`src/rtl/tps_pkg.sv`:
```
// ============================================================================
// Module      : tps_pkg
// Description : State codes, lamp patterns and sizing helpers for the
//               traffic phase scheduler.
// Revision    : 1.0 - initial release
// ============================================================================
`default_nettype none

package tps_pkg;

  typedef enum logic [2:0] {
    S_A_GREEN  = 3'd0,
    S_A_YELLOW = 3'd1,
    S_RED_AB   = 3'd2,
    S_B_GREEN  = 3'd3,
    S_B_YELLOW = 3'd4,
    S_RED_BA   = 3'd5,
    S_WALK     = 3'd6,
    S_UNUSED   = 3'd7
  } state_e;

  localparam logic [2:0] LAMP_GREEN  = 3'b100;
  localparam logic [2:0] LAMP_YELLOW = 3'b010;
  localparam logic [2:0] LAMP_RED    = 3'b001;

  function automatic int max_int(input int a, input int b);
    return (a > b) ? a : b;
  endfunction

  function automatic int cnt_width(input int max_val);
    return (max_val < 2) ? 1 : $clog2(max_val + 1);
  endfunction

  function automatic logic [2:0] lamp_a(input state_e s);
    case (s)
      S_A_GREEN:  return LAMP_GREEN;
      S_A_YELLOW: return LAMP_YELLOW;
      default:    return LAMP_RED;
    endcase
  endfunction

  function automatic logic [2:0] lamp_b(input state_e s);
    case (s)
      S_B_GREEN:  return LAMP_GREEN;
      S_B_YELLOW: return LAMP_YELLOW;
      default:    return LAMP_RED;
    endcase
  endfunction

endpackage

`default_nettype wire

```
`src/rtl/tps_tick_timer.sv`:
```
// ============================================================================
// Module      : tps_tick_timer
// Description : Per-state TICK counter with clear and saturation; reports
//               threshold flags for n = cnt+1 (ticks including the current).
// Revision    : 1.0 - initial release
// ============================================================================
`default_nettype none

module tps_tick_timer
  import tps_pkg::*;
#(
  parameter int MIN_GREEN    = 3,
  parameter int MAX_GREEN    = 6,
  parameter int YELLOW_TIME  = 2,
  parameter int ALL_RED_TIME = 1,
  parameter int WALK_TIME    = 4
) (
  input  logic clk_i,
  input  logic rst_ni,
  input  logic tick_i,
  input  logic clr_i,
  output logic min_ok_o,
  output logic max_ok_o,
  output logic yellow_done_o,
  output logic all_red_done_o,
  output logic walk_done_o
);

  // Saturating at the largest interval keeps every threshold reachable.
  localparam int SAT = max_int(max_int(MAX_GREEN, YELLOW_TIME), max_int(ALL_RED_TIME, WALK_TIME));
  localparam int CW  = cnt_width(SAT);

  localparam logic [CW-1:0] C_SAT  = SAT[CW-1:0];
  localparam logic [CW:0]   C_MIN  = MIN_GREEN[CW:0];
  localparam logic [CW:0]   C_MAX  = MAX_GREEN[CW:0];
  localparam logic [CW:0]   C_YEL  = YELLOW_TIME[CW:0];
  localparam logic [CW:0]   C_RED  = ALL_RED_TIME[CW:0];
  localparam logic [CW:0]   C_WALK = WALK_TIME[CW:0];

  logic [CW-1:0] cnt_q;
  logic [CW-1:0] cnt_d;
  logic [CW:0]   n;

  always_comb begin
    cnt_d = cnt_q;
    if (clr_i)
      cnt_d = '0;
    else if (tick_i && (cnt_q != C_SAT))
      cnt_d = cnt_q + 1'b1;
  end

  always_ff @(posedge clk_i or negedge rst_ni) begin
    if (!rst_ni)
      cnt_q <= '0;
    else
      cnt_q <= cnt_d;
  end

  assign n              = {1'b0, cnt_q} + 1'b1;
  assign min_ok_o       = (n >= C_MIN);
  assign max_ok_o       = (n >= C_MAX);
  assign yellow_done_o  = (n == C_YEL);
  assign all_red_done_o = (n == C_RED);
  assign walk_done_o    = (n == C_WALK);

endmodule

`default_nettype wire

```
`src/rtl/traffic_phase_scheduler.sv`:
```
// ============================================================================
// Module      : traffic_phase_scheduler
// Description : Two-road green-time arbiter with min/max green, yellow and
//               all-red clearance. Optional pedestrian walk phase: TPS_PED_EN.
// Revision    : 1.0 - initial release
// ============================================================================
`default_nettype none

module traffic_phase_scheduler
  import tps_pkg::*;
#(
  parameter int MIN_GREEN    = 3,
  parameter int MAX_GREEN    = 6,
  parameter int YELLOW_TIME  = 2,
  parameter int ALL_RED_TIME = 1,
  parameter int WALK_TIME    = 4
) (
  input  logic       CLK,
  input  logic       R_N,
  input  logic       TICK,
  input  logic       T_A,
  input  logic       T_B,
`ifdef TPS_PED_EN
  input  logic       PED_REQ,
  output logic       WALK,
`endif
  output logic [2:0] L_A,
  output logic [2:0] L_B,
  output logic [2:0] PHASE,
  output logic       CHANGE
);

`ifdef TPS_PED_EN
  localparam bit PED_EN = 1'b1;
`else
  localparam bit PED_EN = 1'b0;
`endif

  state_e     state_q, state_d;
  logic       walk_to_b_q, walk_to_b_d;
  logic [2:0] la_q, lb_q;
  logic       change_q;
  logic       ped_pend;
  logic       clr;
  logic       min_ok, max_ok, yellow_done, all_red_done, walk_done;

  tps_tick_timer #(
    .MIN_GREEN   (MIN_GREEN),
    .MAX_GREEN   (MAX_GREEN),
    .YELLOW_TIME (YELLOW_TIME),
    .ALL_RED_TIME(ALL_RED_TIME),
    .WALK_TIME   (WALK_TIME)
  ) u_timer (
    .clk_i         (CLK),
    .rst_ni        (R_N),
    .tick_i        (TICK),
    .clr_i         (clr),
    .min_ok_o      (min_ok),
    .max_ok_o      (max_ok),
    .yellow_done_o (yellow_done),
    .all_red_done_o(all_red_done),
    .walk_done_o   (walk_done)
  );

  // A pending pedestrian yields the active green as soon as MIN_GREEN is served.
  always_comb begin
    state_d     = state_q;
    walk_to_b_d = walk_to_b_q;
    case (state_q)
      S_A_GREEN:
        if (TICK && min_ok && (ped_pend || (T_B && (!T_A || max_ok))))
          state_d = S_A_YELLOW;
      S_B_GREEN:
        if (TICK && min_ok && (ped_pend || (T_A && (!T_B || max_ok))))
          state_d = S_B_YELLOW;
      S_A_YELLOW:
        if (TICK && yellow_done) begin
          if (ALL_RED_TIME != 0)      state_d = S_RED_AB;
          else if (ped_pend) begin    state_d = S_WALK; walk_to_b_d = 1'b1; end
          else                        state_d = S_B_GREEN;
        end
      S_B_YELLOW:
        if (TICK && yellow_done) begin
          if (ALL_RED_TIME != 0)      state_d = S_RED_BA;
          else if (ped_pend) begin    state_d = S_WALK; walk_to_b_d = 1'b0; end
          else                        state_d = S_A_GREEN;
        end
      S_RED_AB:
        if (TICK && all_red_done) begin
          if (ped_pend) begin state_d = S_WALK; walk_to_b_d = 1'b1; end
          else                state_d = S_B_GREEN;
        end
      S_RED_BA:
        if (TICK && all_red_done) begin
          if (ped_pend) begin state_d = S_WALK; walk_to_b_d = 1'b0; end
          else                state_d = S_A_GREEN;
        end
      S_WALK:
        if (!PED_EN)
          state_d = S_A_GREEN;
        else if (TICK && walk_done)
          state_d = walk_to_b_q ? S_B_GREEN : S_A_GREEN;
      default:
        state_d = S_A_GREEN;
    endcase
  end

  // Also covers recovery from unused codes, which happens without a TICK.
  assign clr = (state_d != state_q);

  always_ff @(posedge CLK or negedge R_N) begin
    if (!R_N) begin
      state_q     <= S_A_GREEN;
      walk_to_b_q <= 1'b0;
      la_q        <= LAMP_GREEN;
      lb_q        <= LAMP_RED;
      change_q    <= 1'b0;
    end else begin
      state_q     <= state_d;
      walk_to_b_q <= walk_to_b_d;
      la_q        <= lamp_a(state_d);
      lb_q        <= lamp_b(state_d);
      change_q    <= clr;
    end
  end

`ifdef TPS_PED_EN
  logic ped_pend_q, walk_q;

  always_ff @(posedge CLK or negedge R_N) begin
    if (!R_N) begin
      ped_pend_q <= 1'b0;
      walk_q     <= 1'b0;
    end else begin
      ped_pend_q <= (ped_pend_q && !(clr && state_d == S_WALK)) || PED_REQ;
      walk_q     <= (state_d == S_WALK);
    end
  end

  assign ped_pend = ped_pend_q;
  assign WALK     = walk_q;
`else
  assign ped_pend = 1'b0;
`endif

  assign L_A    = la_q;
  assign L_B    = lb_q;
  assign PHASE  = state_q;
  assign CHANGE = change_q;

endmodule

`default_nettype wire

```
`config.mk`:
```
export PLATFORM = sky130hd
export DESIGN_NAME = traffic_phase_scheduler
export DESIGN_NICKNAME = d
export VERILOG_FILES = /design/src/rtl/tps_pkg.sv /design/src/rtl/tps_tick_timer.sv /design/src/rtl/traffic_phase_scheduler.sv
export SDC_FILE = /design/constraint.sdc
export NUM_CORES = 1
export LEC_CHECK = 0
export CAP_MARGIN = 20
export CORE_UTILIZATION = 25
export DETAILED_ROUTE_END_ITERATION = 10
export PLACE_DENSITY_LB_ADDON = 0.3
export SYNTH_ARGS = -nofsm -noshare
export SYNTH_HDL_FRONTEND = slang
export SYNTH_SLANG_ARGS = --single-unit
```
`constraint.sdc`:
```
create_clock -name CLK -period 3 [get_ports CLK]
set_clock_uncertainty 0.2 [all_clocks]
set_input_delay 0.3 -clock CLK [delete_from_list [all_inputs] [get_ports CLK]]
set_output_delay 0.3 -clock CLK [all_outputs]
set_load 0.03 [all_outputs]
```
Word level (Yosys, flattened, before mapping)

Index checks and enable logic that the tools add are counted.

$add $sub $neg: 2
Order comparisons: 2
Equality and inequality tests: 12
Multiplexer cells: 11
Reductions and logical operators: 15

Operators with widths:

| operator                                                                             | count |
|---|---|
| 3-bit 2-to-1 mux                                                                     | 8 |
| 3-bit one-hot mux with 6 select lines                                                | 1 |
| 3-bit one-hot mux with 2 select lines                                                | 2 |
| 3-bit by 2-bit equality test with 1-bit output (second input constant)               | 3 |
| 3-bit equality test (second input constant)                                          | 3 |
| 1-bit logical AND                                                                    | 8 |
| 3-bit by 1-bit equality test with 1-bit output (second input constant)               | 2 |
| 3-bit zero test                                                                      | 2 |
| 3-bit by 1-bit adder with 4-bit output (second input constant)                       | 1 |
| 4-bit by 1-bit equality test with 1-bit output (second input constant)               | 1 |
| 4-bit by 2-bit equality test with 1-bit output (second input constant)               | 1 |
| 4-bit by 2-bit greater-or-equal comparator with 1-bit output (second input constant) | 1 |
| 4-bit by 3-bit greater-or-equal comparator with 1-bit output (second input constant) | 1 |
| 3-bit by 1-bit adder with 3-bit output (second input constant)                       | 1 |
| 3-bit inequality test                                                                | 1 |
| 3-bit inequality test (second input constant)                                        | 1 |
| 1-bit zero test                                                                      | 2 |
| 1-bit logical OR                                                                     | 2 |
| 2-bit nonzero test                                                                   | 1 |

Flip-flop bits (word level): 13

Longest topological paths before layout

Gate-level depths: netlist of the first run.

Depth after elaboration: 9
Depth in mapped cells: 9
Mapped depth without buffers: 8

Modules after synthesis

A second synthesis of the first run with hierarchy kept.

Cell total of the unflattened synthesis: 81
Area, all modules: 844.6 sq um

By module, submodules not included:

| module                  | times used | cells an instance | area an instance (sq um) | sequential area each (sq um) |
|---|---|---|---|---|
| traffic_phase_scheduler | 1          | 50                | 566.8                    | 252.7 |
| tps_tick_timer          | 1          | 31                | 277.8                    | 75.1 |

Least setup slack after synthesis of the first run

OpenSTA, ideal clock, no wires.

Path kind: reg2reg
From: register u_timer.cnt_q[0]
To: register u_timer.cnt_q[2]
Setup time: 0.125 ns
Arrival: 2.111 ns
Path slack: 0.564 ns
Cell stages (with the launch flop): 9
Cells stage by stage: dfrtp_1 ha_1 and2_1 a21o_1 a211oi_2 o22ai_1 or2_1 buf_6 mux2_4

Cells in the longest elaborated chain, start to end: 9

Ends and longest elaborated chain:

| element                                                      | RTL line                                                     | text |
|---|---|---|
| from (decl)                                                  | tps_tick_timer.sv:40                                         | `logic [CW-1:0] cnt_q;` |
| from (signal assigned)                                       | tps_tick_timer.sv:56                                         | `cnt_q <= cnt_d;` |
| 3-bit by 1-bit adder with 4-bit output (*)                   | tps_tick_timer.sv:59                                         | `assign n = {1'b0, cnt_q} + 1'b1;` |
| 4-bit by 3-bit greater-or-equal comparator with 1-bit output | tps_tick_timer.sv:61                                         | `assign max_ok_o = (n >= C_MAX);` |
| 1-bit logical OR (on tied branches)                          | traffic_phase_scheduler.sv:74, traffic_phase_scheduler.sv:71 |  |
| 1-bit logical AND (on tied branches) (2 in a row)            | traffic_phase_scheduler.sv:74, traffic_phase_scheduler.sv:71 |  |
| 3-bit 2-to-1 mux (on tied branches)                          | traffic_phase_scheduler.sv:74, traffic_phase_scheduler.sv:71 |  |
| 3-bit one-hot mux with 6 select lines (*)                    | traffic_phase_scheduler.sv:69                                | `case (state_q)` |
| net state_d[0]                                               | traffic_phase_scheduler.sv:39                                | `state_e state_q, state_d;` |
| 3-bit inequality test (*)                                    | traffic_phase_scheduler.sv:109                               | `assign clr = (state_d != state_q);` |
| 3-bit 2-to-1 mux or 2-bit nonzero test (tied branches)       | n/a                                                          |  |

The timed path passes the listed nets; every way through them passes the cells marked *. The select of a mux whose other input is x is not followed.
A chain may end at the register's enable or synchronous reset.

Final worst setup path of the first run

From: register u_timer.cnt_q[0]
To: register u_timer.cnt_q[1]

Cells in the longest elaborated chain, start to end: 9

Ends and longest elaborated chain:

| element                                                      | RTL line |
|---|---|
| 3-bit by 1-bit adder with 4-bit output                       | tps_tick_timer.sv:59 |
| 4-bit by 3-bit greater-or-equal comparator with 1-bit output | tps_tick_timer.sv:61 |
| 1-bit logical OR (on tied branches)                          | traffic_phase_scheduler.sv:74, traffic_phase_scheduler.sv:71 |
| 1-bit logical AND (on tied branches) (2 in a row)            | traffic_phase_scheduler.sv:74, traffic_phase_scheduler.sv:71 |
| 3-bit 2-to-1 mux (on tied branches)                          | traffic_phase_scheduler.sv:74, traffic_phase_scheduler.sv:71 |
| 3-bit one-hot mux with 6 select lines                        | traffic_phase_scheduler.sv:69 |
| 3-bit inequality test                                        | traffic_phase_scheduler.sv:109 |
| 3-bit 2-to-1 mux or 2-bit nonzero test (tied branches)       | n/a |

Parallel ways exist; a longest one is shown, timed or not. The select of a mux whose other input is x is not followed.

==> results of run 1 <==
==> worst max-delay path: stages (launching register included) <==
cell      delay (ps)
dfrtp_1          430
ha_1             300
and2_1           200
a21o_1           240
a211oi_2         270
o22ai_1          190
or2_1            390
o31ai_1          360
==> power by group through the flow <==
stage	clock network, W	registers [W]	logic [W]
2_1_floorplan	0	0.000365	0.000336
3_3_place_gp	0	0.000300	0.000537
3_5_place_dp	0	0.000305	0.000535
4_1_cts	0.000111	0.000300	0.000538
5_1_grt	0.000122	0.000311	0.000590
6_report	0.000110	0.000299	0.000540
==> metrics by stage <==
step	std cells	hold WS, ps	util
floorplan	93	-196	-
global placement	146	483	0.321
detailed placement	146	494	0.321
CTS	150	211	0.330
global route	150	230	0.330
finish	150	189	0.330
==> cell type report <==
cell class,count,area [um2],area share
inverter,5,18.8,0.0180
clock inverter,1,5.00,0.00481
clock buffer,3,22.5,0.0216
sequential,13,328,0.315
timing repair buffer,14,140,0.135
tap,44,55.1,0.0529
multi-input combinational,70,472,0.453
==> flip-flops by register name, summed over array words and instances (netlist names) <==
register       count
L_B                3
L_A                3
u_timer.cnt_q      3
CHANGE             1
PHASE              3
==> worst max-delay path by stage <==
stage               cells after the start                      endpoint  slack, ps
global route                            7  u_timer.cnt_q[1]$_DFFE_PN0P_        120
CTS                                     7  u_timer.cnt_q[1]$_DFFE_PN0P_        300
finish                                  7  u_timer.cnt_q[1]$_DFFE_PN0P_        290
global placement                        7  u_timer.cnt_q[2]$_DFFE_PN0P_        420
detailed placement                      7  u_timer.cnt_q[1]$_DFFE_PN0P_        350
floorplan                               8  u_timer.cnt_q[2]$_DFFE_PN0P_        560
==> per-layer routing <==
metal,vias up,part of all wire,global-route usage
li1,363,-,-
met1,328,0.50,0.161
met2,29,0.42,0.173
met3,4,0.055,0.00853
met4,0,0.022,0.0682
met5,-,0,0
==> cell usage after synthesis (all sizes together) (2+ instances only) <==
cell type   n
nor2        7
and2        3
buf         4
a21oi       6
dfrtp      11
a31oi       2
ha          4
o21ai       5
o31ai       2
a41o        2
dfstp       2
inv         5
or2         2
nand2       7
nand3       2
xnor2       2
o22ai       4
nor2b       6
==> logic make-up (layout without fill, tap and decap cells) <==
| group | after synthesis | count (layout) | synth area share |
|---|---|---|---|
| DFF | 13 | 13 | 0.384 |
| and+or+nand+nor | 32 | 32 | 0.193 |
| AOI/OAI and AO/OA | 30 | 30 | 0.250 |
| buffers and inverters | 10 | 23 | 0.0644 |
| muxes | 2 | 2 | 0.0293 |
| xor gates and xnor gates | 2 | 2 | 0.0205 |
| adders and majority gates | 4 | 4 | 0.0586 |
==> results.yml, run 1 <==
final_layout:
  most-common-layout-cells: "clkdlybuf4s50_1 (14), dfrtp_1 (11), nand2_1 (7), nor2_1 (7)"
  n_fill_cell: 342
  layout-drive-gt1-share: 0.0943
  syn_to_final_growth_pct: 21.8
  antennaDiodeCount: 0
  nets: 116
  final_common_cell: "clkdlybuf4s50_1"
  fin_area_mm2: 0.00104
drt:
  wl_um: 1790
  avgRoutedWirePerCell_um: 11.9
  ant_nets: 0
  vias: 724
  drtPass1Iterations: 5
  route.detailed.drc: 0
  first_iter_violations: 23
  vias_per_cell: 4.83
pwr:
  p_int_w: 0.000512
  p_switching_w: 0.000437
  finalPower_w: 0.000949
  p_leak_nw: 0.434
  powerDensity_mw_per_mm2: 911
  max-vdd-ir-drop_mv: 0.266
  combPwrFrac: 0.569
  p_clk_frac: 0.116
  power_switching_share: 0.460
  p_seq_frac: 0.315
global_routing:
  grt_pass1_vias: 665
  grt-ovfl-total: 0
  grt_pass1_wl_um: 3080
  antenna_found_initial: 0
  grt_max_degree: 14
  grt_use_total: 0.115
worst_setup_path:
  startpoint_type: "register"
  reg2reg_depth: 7
  r2r-end: "u_timer.cnt_q[1]$_DFFE_PN0P_"
  worstSetupEndpointType: "register"
  r2r-start: "u_timer.cnt_q[0]$_DFFE_PN0P_"
  timing.reg2reg.setup_slack_ps: 290
  arrival_ps: 2670
  timing.critical_path.from: "u_timer.cnt_q[0]$_DFFE_PN0P_"
  required_ps: 2960
  crit_fanout: 10
  crit_type: "reg -> reg"
floorplan:
  die_h_um: 60.5
  die_w_um: 60.5
  ioPinCount: 15
  initial_core_util: 0.271
  fp-row-count: 20
  dieArea_mm2: 0.00366
  coreArea_mm2: 0.00315
sta:
  finalCritPeriodShare: 0.902
  period_minus_slack_ps: 2710
  drv_slew: 0
  setup_violations: 0
  tns_ps: 0
  fin_ws_ps: 294
  worst_slew_pin_slew_ps: 591
  slew_headroom: 0.605
  rsz0062_at_grt: "no"
  fmax_mhz: 370
  hold_violations: 0
cts:
  post_cts_buffers: 0
  clock_latency_ps: 280
  ctsHoldBuffers: 0
  clock_sinks: 13
  cts.htree.levels: 1
  clock_path_buffers: 2
  cts_tree: "built"
  clkSlewWorstSetupHoldPaths_ps: 80
  cts_resized: 0
  cts_buffers: 3
  clock_tree.root_cell: "clkbuf_4"
synthesis:
  ys_seq_area_frac: 0.384
  synth_fp_nets: 102
  syn_area_um2: 855
  postSynthAreaPerCell_um2: 9.19
  synth_top_cell_by_area: "dfrtp_1"
  ys.flop_type: "dfrtp_1"
  synth_cell_types: 37
  yosys-top-cells-area: "dfrtp_1 (32%), dfstp_2 (6.1%), ha_1 (5.9%)"
  postSynth.asyncResetShare: 1.00
  yosysTopAreaCellShare: 0.322
  ys_ff_latch: 13
  synthCells: 93
  ys_warn_count: 0
  synth-edff-count: 0
placed_design:
  dp_hpwl_um: 1380
  dpl_worst_slack_ps: 354
  gp_congestion: 0.847
  place_area_mm2: 0.00101
  io_buffers: 14
run:
  maxCapViolCount: 0
min_path:
  hp-class: "in -> async"
run_status:
  outcome: "finished clean"
Power figures use the tool's default switching activity.
==> run 2: changes to the inputs <==
PLACE_DENSITY = 0.44   (was not set)
PLACE_DENSITY_LB_ADDON = not set   (was 0.3)
==> run 2 against run 1 <==
  * Hold slack improved by 14 ps
  * First-iteration DRC count fell by 35%
  * Maximum frequency rose by 0.38%
  * Sequential share of layout area did not move
  * Via count fell by 0.28%
  * Power barely moved
  * Final cell count did not move
  * Largest power group unchanged
  * Critical endpoint is now u_timer.cnt_q[2]$_DFFE_PN0P_
  * Setup slack improved by 10 ps
  * Sequential power barely moved
  * Die area did not move
==> results.yml, run 2 (synthesis gave the netlist of run 1 again) <==
final_layout:
  syn_to_final_growth_pct: 21.8
  n_fill_cell: 351
  multi_input_area_um2: 472
  regArea_um2: 328
  nets: 116
  final_common_cell: "clkdlybuf4s50_1"
  most-common-layout-cells: "clkdlybuf4s50_1 (14), dfrtp_1 (11), nand2_1 (7), nor2_1 (7)"
  layout-drive-gt1-share: 0.0943
  antennaDiodeCount: 0
cts:
  clock_path_buffers: 2
  cts_resized: 0
  cts.htree.levels: 1
  clkSlewWorstSetupHoldPaths_ps: 80
  cts_tree: "built"
  cts_buffers: 3
  clock_tree.root_cell: "clkbuf_4"
  post_cts_buffers: 0
  clock_latency_ps: 270
  clock_sinks: 13
  ctsHoldBuffers: 0
sta:
  worst_slew_pin_slew_ps: 608
  finalCritPeriodShare: 0.899
  tns_ps: 0
  drv_slew: 0
  hold_violations: 0
  period_minus_slack_ps: 2700
  slew_headroom: 0.593
  fmax_mhz: 371
  rsz0062_at_grt: "no"
  setup_violations: 0
global_routing:
  grt-ovfl-total: 0
  grt_pass1_wl_um: 3170
  grt_max_degree: 14
  grt_use_total: 0.119
  antenna_found_initial: 0
  grt_pass1_vias: 689
pwr:
  powerDensity_mw_per_mm2: 911
  finalPower_w: 0.000949
  p_leak_nw: 0.434
  max-vdd-ir-drop_mv: 0.360
drt:
  route.detailed.drc: 0
  avgRoutedWirePerCell_um: 12.7
  vias_per_cell: 4.81
  vias: 722
  wl_um: 1910
  drtPass1Iterations: 4
  ant_nets: 0
  first_iter_violations: 15
worst_setup_path:
  worstSetupEndpointType: "register"
  startpoint_type: "register"
  reg2reg_depth: 7
  crit_slowest_cell: "dfrtp_1"
  critical_path_depth: 7
  crit_fanout: 10
  arrival_ps: 2660
  required_ps: 2960
  path_cells: "ha_1 -> and2_1 -> a21oi_1 -> o2111ai_1 -> o22ai_1 -> or2_1 -> mux2_4"
  timing.reg2reg.setup_slack_ps: 300
  critPathBufInv: 0
  crit_type: "reg -> reg"
  critPathTopFamily: "compound AO/OA/AOI/OAI gates"
  critPathMaxStageDelay_ps: 430
run_status:
  outcome: "finished clean"
floorplan:
  coreArea_mm2: 0.00315
  dieArea_mm2: 0.00366
  die_h_um: 60.5
  fp-row-count: 20
  initial_core_util: 0.271
  ioPinCount: 15
  die_w_um: 60.5
placed_design:
  gp_congestion: 0.712
  io_buffers: 14
  dp_hpwl_um: 1490
run:
  maxCapViolCount: 0
min_path:
  hp-class: "in -> async"
-- run 2: cell counts in the layout (fill, tap and decap cells not counted) --
Identical to the previous run, type by type.
-- run 2: power breakdown --
| group | internal [W] | leakage, nW | total, W | switching [W] |
|---|---|---|---|---|
| logic | 0.000221 | 0.260 | 0.000542 | 0.000321 |
| registers | 0.000242 | 0.156 | 0.000300 | 0.0000580 |
| clock network | 0.0000494 | 0.0177 | 0.000107 | 0.0000574 |
| total | 0.000512 | 0.434 | 0.000949 | 0.000436 |
-- run 2: per-stage QoR --
stage	utilization	cell area (um2)	instances	hold WS (ps)	setup WS, ps
floorplan	-	855	93	-196	564
finish	0.330	1040	150	203	304
global route	0.330	1040	150	237	112
detailed placement	0.321	1010	146	494	358
CTS	0.330	1040	150	210	338
global placement	0.321	1010	146	501	394
-- run 2: worst paths after layout --
kind                                              start                           end
max in group asynchronous                           R_N              CHANGE$_DFF_PN0_
setup reg to reg           u_timer.cnt_q[0]$_DFFE_PN0P_  u_timer.cnt_q[2]$_DFFE_PN0P_
setup / recovery           u_timer.cnt_q[0]$_DFFE_PN0P_  u_timer.cnt_q[2]$_DFFE_PN0P_
hold reg to reg                      PHASE[1]$_DFF_PN0_            PHASE[1]$_DFF_PN0_
min in group CLK                     PHASE[1]$_DFF_PN0_            PHASE[1]$_DFF_PN0_
hold / removal                                      R_N            PHASE[0]$_DFF_PN0_
-- run 2: worst reg2reg max path, stage by stage (launching register included) --
cell,delay (ps)
dfrtp_1,430
ha_1,300
and2_1,200
a21oi_1,290
o2111ai_1,150
o22ai_1,300
or2_1,380
mux2_4,330
-- run 2: area by class of cell --
class                   count  share of cell area
clock inverters             1             0.00481
clock buffers               3              0.0216
flip-flops and latches     13               0.315
inverters                   5              0.0180
multi-input cells          70               0.453
well taps                  44              0.0529
repair buffers             14               0.135
-- run 2: routing by layer --
metal  GRT usage  routed length [um]  part of all wire
met4      0.0390                  30             0.016
met5           0                   0                 0
met2       0.195                 918              0.48
met3      0.0362                  54             0.028
met1       0.149                 906              0.47
